==> config.mk <==
export PLATFORM = sky130hd
export DESIGN_NAME = minifloat_accum
export DESIGN_NICKNAME = d
export VERILOG_FILES = /design/src/rtl/minifloat_pkg.sv /design/src/rtl/minifloat_decode.sv /design/src/rtl/minifloat_accum.sv
export SDC_FILE = /design/constraint.sdc
export NUM_CORES = 1
export LEC_CHECK = 0
export CELL_PAD_IN_SITES_DETAIL_PLACEMENT = 0
export CELL_PAD_IN_SITES_GLOBAL_PLACEMENT = 2
export CORE_ASPECT_RATIO = 0.5
export CORE_MARGIN = 2
export CORE_UTILIZATION = 29
export DETAILED_ROUTE_END_ITERATION = 12
export GPL_TIMING_DRIVEN = 0
export HOLD_SLACK_MARGIN = 0.08
export PLACE_DENSITY = 0.75
export SLEW_MARGIN = 10
export SYNTH_ARGS = -nofsm -noshare
export SYNTH_HDL_FRONTEND = slang
export SYNTH_SLANG_ARGS = --single-unit
==> constraint.sdc <==
create_clock -name clk -period 2.3 [get_ports clk]
set_input_delay 0.46 -clock clk [delete_from_list [all_inputs] [get_ports clk]]
set_output_delay 0.46 -clock clk [all_outputs]
set_load 0.01 [all_outputs]
==> src/rtl/minifloat_pkg.sv <==
// minifloat_pkg: shared types and widths for consumers of the int2float
// minifloat stream (4-bit mantissa, 3-bit exponent, 11-bit integer range).
package minifloat_pkg;

   localparam int MANT_W = 4;
   localparam int EXP_W  = 3;
   localparam int INT_W  = 11;

   // Accumulator frame state: collecting words, or holding a finished total.
   typedef enum logic {
      ACCUM = 1'b0,
      HOLD  = 1'b1
   } state_t;

   // One minifloat word as produced by int2float.
   typedef struct packed {
      logic [MANT_W-1:0] m;
      logic [EXP_W-1:0]  e;
   } mf_word_t;

endpackage : minifloat_pkg

==> src/rtl/minifloat_decode.sv <==
// minifloat_decode: combinational expansion of a minifloat word back to its
// integer value, value = m << e. Words that are not normalised are expanded
// by the same rule without complaint.
module minifloat_decode
   import minifloat_pkg::*;
(
   input  mf_word_t           i_word,
   output logic [INT_W-1:0]   o_value
);

   assign o_value = INT_W'(i_word.m) << i_word.e;

endmodule : minifloat_decode

==> src/rtl/minifloat_accum.sv <==
// minifloat_accum: sums decoded minifloat words over a frame and presents
// one total per frame on a valid/ready output.
// A frame closes on in_last or when FRAME_MAX words have been taken.
// Build option MINIFLOAT_ACCUM_SAT_EN: when defined the accumulator clamps
// at all-ones on overflow for the rest of the frame; otherwise it wraps.
// out_ovf flags the overflow in both builds.
module minifloat_accum
   import minifloat_pkg::*;
#(
   parameter int ACC_W     = 16,
   parameter int CNT_W     = 6,
   parameter int FRAME_MAX = 32
)(
   input  logic             clk,
   input  logic             rst_n,
   input  logic             in_valid,
   output logic             in_ready,
   input  logic [3:0]       in_m,
   input  logic [2:0]       in_e,
   input  logic             in_last,
   output logic             out_valid,
   input  logic             out_ready,
   output logic [ACC_W-1:0] out_sum,
   output logic [CNT_W-1:0] out_count,
   output logic             out_ovf
);

   localparam logic [CNT_W-1:0] FRAME_MAX_C = CNT_W'(FRAME_MAX);

   state_t             r_state;
   state_t             w_state_nxt;
   logic [ACC_W-1:0]   r_acc;
   logic [ACC_W-1:0]   w_acc_nxt;
   logic [CNT_W-1:0]   r_cnt;
   logic [CNT_W-1:0]   w_cnt_nxt;
   logic [CNT_W-1:0]   w_cnt_inc;
   logic               r_ovf;
   logic               w_ovf_nxt;
   logic               w_accept;
   mf_word_t           w_word;
   logic [INT_W-1:0]   w_value;
   logic [ACC_W:0]     w_sum;

   assign w_word.m = in_m;
   assign w_word.e = in_e;

   minifloat_decode u_decode (
      .i_word  (w_word),
      .o_value (w_value)
   );

   // Handshake flags come straight from the state register.
   assign in_ready  = (r_state == ACCUM);
   assign out_valid = (r_state == HOLD);
   assign w_accept  = in_valid && in_ready;

   // One extra bit on the sum captures the carry out of the accumulator.
   assign w_sum     = {1'b0, r_acc} + {{(ACC_W + 1 - INT_W){1'b0}}, w_value};
   assign w_cnt_inc = r_cnt + {{(CNT_W - 1){1'b0}}, 1'b1};

   // Next-state, accumulator, counter and overflow update.
   always_comb begin
      w_state_nxt = r_state;
      w_acc_nxt   = r_acc;
      w_cnt_nxt   = r_cnt;
      w_ovf_nxt   = r_ovf;
      case (r_state)
         ACCUM: begin
            if (w_accept) begin
`ifdef MINIFLOAT_ACCUM_SAT_EN
               if (w_sum[ACC_W] || r_ovf) begin
                  w_acc_nxt = {ACC_W{1'b1}};
               end else begin
                  w_acc_nxt = w_sum[ACC_W-1:0];
               end
`else
               w_acc_nxt = w_sum[ACC_W-1:0];
`endif
               w_cnt_nxt = w_cnt_inc;
               w_ovf_nxt = r_ovf | w_sum[ACC_W];
               if (in_last || (w_cnt_inc == FRAME_MAX_C)) begin
                  w_state_nxt = HOLD;
               end else begin
                  w_state_nxt = ACCUM;
               end
            end else begin
               w_state_nxt = ACCUM;
            end
         end
         HOLD: begin
            if (out_ready) begin
               w_acc_nxt   = {ACC_W{1'b0}};
               w_cnt_nxt   = {CNT_W{1'b0}};
               w_ovf_nxt   = 1'b0;
               w_state_nxt = ACCUM;
            end else begin
               w_state_nxt = HOLD;
            end
         end
         default: begin
            w_acc_nxt   = {ACC_W{1'b0}};
            w_cnt_nxt   = {CNT_W{1'b0}};
            w_ovf_nxt   = 1'b0;
            w_state_nxt = ACCUM;
         end
      endcase
   end

   // State and datapath registers; reset discards any open or pending frame.
   always_ff @(posedge clk or negedge rst_n) begin
      if (!rst_n) begin
         r_state <= ACCUM;
         r_acc   <= {ACC_W{1'b0}};
         r_cnt   <= {CNT_W{1'b0}};
         r_ovf   <= 1'b0;
      end else begin
         r_state <= w_state_nxt;
         r_acc   <= w_acc_nxt;
         r_cnt   <= w_cnt_nxt;
         r_ovf   <= w_ovf_nxt;
      end
   end

   // Outputs are the registered frame totals, frozen while holding.
   assign out_sum   = r_acc;
   assign out_count = r_cnt;
   assign out_ovf   = r_ovf;

endmodule : minifloat_accum

==> results.yml <==
logic_synthesis:
  ys_ff_latch: 24
  ys.flop_type: "dfrtp_1"
  synthArstFlopShare_pct: 100
  synth_top_family_by_area: "simple AND/OR/NAND/NOR gates"
  netlist-cell-type-count: 43
  syn_area_um2: 1810
  ys_warn_count: 0
  synth_compound_area_share_pct: 22.8
  synth_area_per_cell_um2: 8.38
  synthMuxAreaShare_pct: 4.01
  synthAdderAreaFrac_pct: 9.41
  yosysSeqAreaShare_pct: 33.2
  syn_inst: 216
  synth_xor_xnor_area_share_pct: 2.90
  syn_nets: 241
  synthSimpleGateAreaFrac_pct: 23.9
  synth_edf_count: 0
drt:
  viasPerCell: 5.10
  wl_per_cell_um: 15.3
  antenna_left: 0
  via_count: 1835
  firstDrtPassIters: 4
  initialDrtViolationCount: 91
  drt-total-wl_um: 5510
  drc_errors: 0
power_and_ir_drop:
  ir_drop_mv: 0.322
  swShare_pct: 37.0
  switchingPower_uw: 914
  p_clk_share_pct: 20.9
  p_leak_nw: 1.18
  internal-power_mw: 1.56
  p_seq_share_pct: 26.9
  power_mw: 2.47
  powerDensity_nw_per_um2: 882
  pwr-share-comb_pct: 52.2
clock_network:
  htree_levels: 1
  cts_made_buffers: 3
  cts_max_path_buffers: 2
  clk_pin_slew_worst_paths_ps: 70
  cts_hold_buf: 0
  cts_num_sinks: 24
  cts_tree: "yes"
  insertion_delay_ps: 260
  root_buffer: "clkbuf_16"
layout:
  antenna_cells: 0
  final_util_pct: 46.3
  nets: 298
  final_common_cell: "clkdlybuf4s50_1"
  layout_common_cells: "28 x clkdlybuf4s50_1, 26 x nand2_1, 24 x dfrtp_1"
  final_cells: 360
  final_area_um2: 2800
  syn2layout_area_growth_pct: 54.9
  drive_gt1_share_pct: 26.5
floorplan:
  die_w_um: 116
  num_rows: 20
  ios: 37
  dieArea_um2: 6920
  start_util_pct: 29.9
  core-area_um2: 6060
  die_y_um: 59.9
status:
  status: "complete, but fails checks"
  violations: "setup timing"
global_route:
  grt_antenna_before_repair: 0
  grt_first_pass_wirelength_um: 8690
  grt_max_degree: 25
  grt_overflow: 0
  grt_use_total_pct: 16.3
  grt_pass1_vias: 1671
sta:
  worst_pin_slew_ps: 757
  fin_crit_sh_pct: 104
  rsz0062_at_grt: "yes"
  setup_viol: 5
  slew_headroom_pct: 49.5
  timing.final.ws_setup_ps: -89.0
  min_period_ps: 2390
  max_freq_mhz: 419
  holdWs_ps: 188
  slew_violations: 0
  skew_ps: 3.49
  hold_violations: 0
critical_path:
  cp.required_ps: 2500
  critPathLaunchType: "primary input"
  crit_path_end_kind: "register"
  path_max_fanout: 4
  timing_worst_setup_path_type: "primary input to register"
  worst_ep_arrival_time_ps: 2590
placement:
  port_buffers: 34
  gp_congestion: 0.789
  dp_cells: 338
  hpwl_um: 3920
  dpl_cell_area_um2: 2350
min_path:
  hold_path_class: "primary input to asynchronous set/reset pin"
flow_run:
  cap_violations: 0
-- metrics by stage --
stage                     worst slack, ps  TNS [ps]
final                               -89.0      -327
after global routing                 -180     -1670
after CTS                            -208      -907
after detailed placement             -902    -11000
after global placement               -875    -10710
after floorplan                      -361     -2220
-- final timing paths --
kind	slack, ps	to	cells past startpoint	start
min in group clk	480	out_ovf	2	out_ovf
hold / removal	190	out_sum[1]	1	rst_n
max in group asynchronous	1720	out_valid	1	rst_n
setup / recovery	-90	out_sum[15]	11	in_e[1]
hold reg to reg	480	out_ovf	2	out_ovf
setup reg to reg	210	out_sum[10]	8	out_sum[0]
-- power by group through the flow --
stage               registers [mW]  logic (mW)  clock network, mW
floorplan                    0.683       0.569                  0
global placement             0.654       0.996                  0
detailed placement           0.654        1.01                  0
CTS                          0.655        1.14              0.527
global route                 0.686        1.40              0.546
finish                       0.665        1.29              0.517
-- critical path: stages --
cell and delay [ps]:
clkbuf_16 130, mux2_4 300, nand2_4 70, o21ai_4 60, o2bb2ai_2 140, ha_4 230, a21o_1 180, a31o_1 230
o21a_1 230, or4_1 470, nand4_1 90
-- cell type report --
cell class,instances,area [µm²]
Timing Repair Buffer,54,477
Clock inverter,1,30.0
Multi-Input combinational cell,175,1400
Tap cell,88,110
Inverter,7,26.3
Buffer,8,80.1
Sequential cell,24,601
Fill cell,619,3250
Clock buffer,3,75.1
-- repair_timing --
| item | CTS | global route |
|---|---|---|
| cloned | 0 | 0 |
| gates resized for setup | 41 | 23 |
| buffers inserted | 11 | 9 |
| pin swaps | 14 | 20 |
| setup endpoints to repair | 13 | 19 |
| hold endpoints to repair | 0 | 0 |
-- cell families after synthesis --
group,Yosys count
buf+inv,17
simple gates,85
compound gates,64
fa+ha+maj,13
xor+xnor,6
mux,7
flops,24
-- state kept, by name, indices dropped and copies added (netlist names) --
register / flops
out_sum: 16
out_ovf: 1
out_valid: 1
out_count: 6
-- per-layer routing --
layer	vias to the layer above	global-route usage, %	part of all wire (%)
met3	4	3.14	4.9
met5	-	0	0
met4	0	2.04	0.33
met2	46	23.9	43
li1	914	-	-
met1	871	25.4	52
-- cell usage after synthesis (3+ instances only) --
master | instances | area (µm²)
nor2b_1 | 4 | 25.0
buf_2 | 3 | 15.0
xor2_1 | 4 | 35.0
o211ai_1 | 3 | 22.5
o31ai_1 | 4 | 30.0
a31oi_1 | 4 | 25.0
clkbuf_1 | 7 | 26.3
ha_1 | 12 | 150
nor3_1 | 4 | 20.0
a21oi_1 | 8 | 40.0
mux2i_1 | 5 | 50.1
o21ai_0 | 22 | 110
a21o_1 | 5 | 37.5
or4_1 | 4 | 30.0
dfrtp_1 | 24 | 601
nand3_1 | 12 | 60.1
a211oi_1 | 3 | 22.5
nor2_1 | 12 | 45.0
nand2b_1 | 5 | 31.3
nand2_1 | 28 | 105
and3_1 | 3 | 18.8
inv_1 | 7 | 26.3
Power figures use the tool's default switching activity.
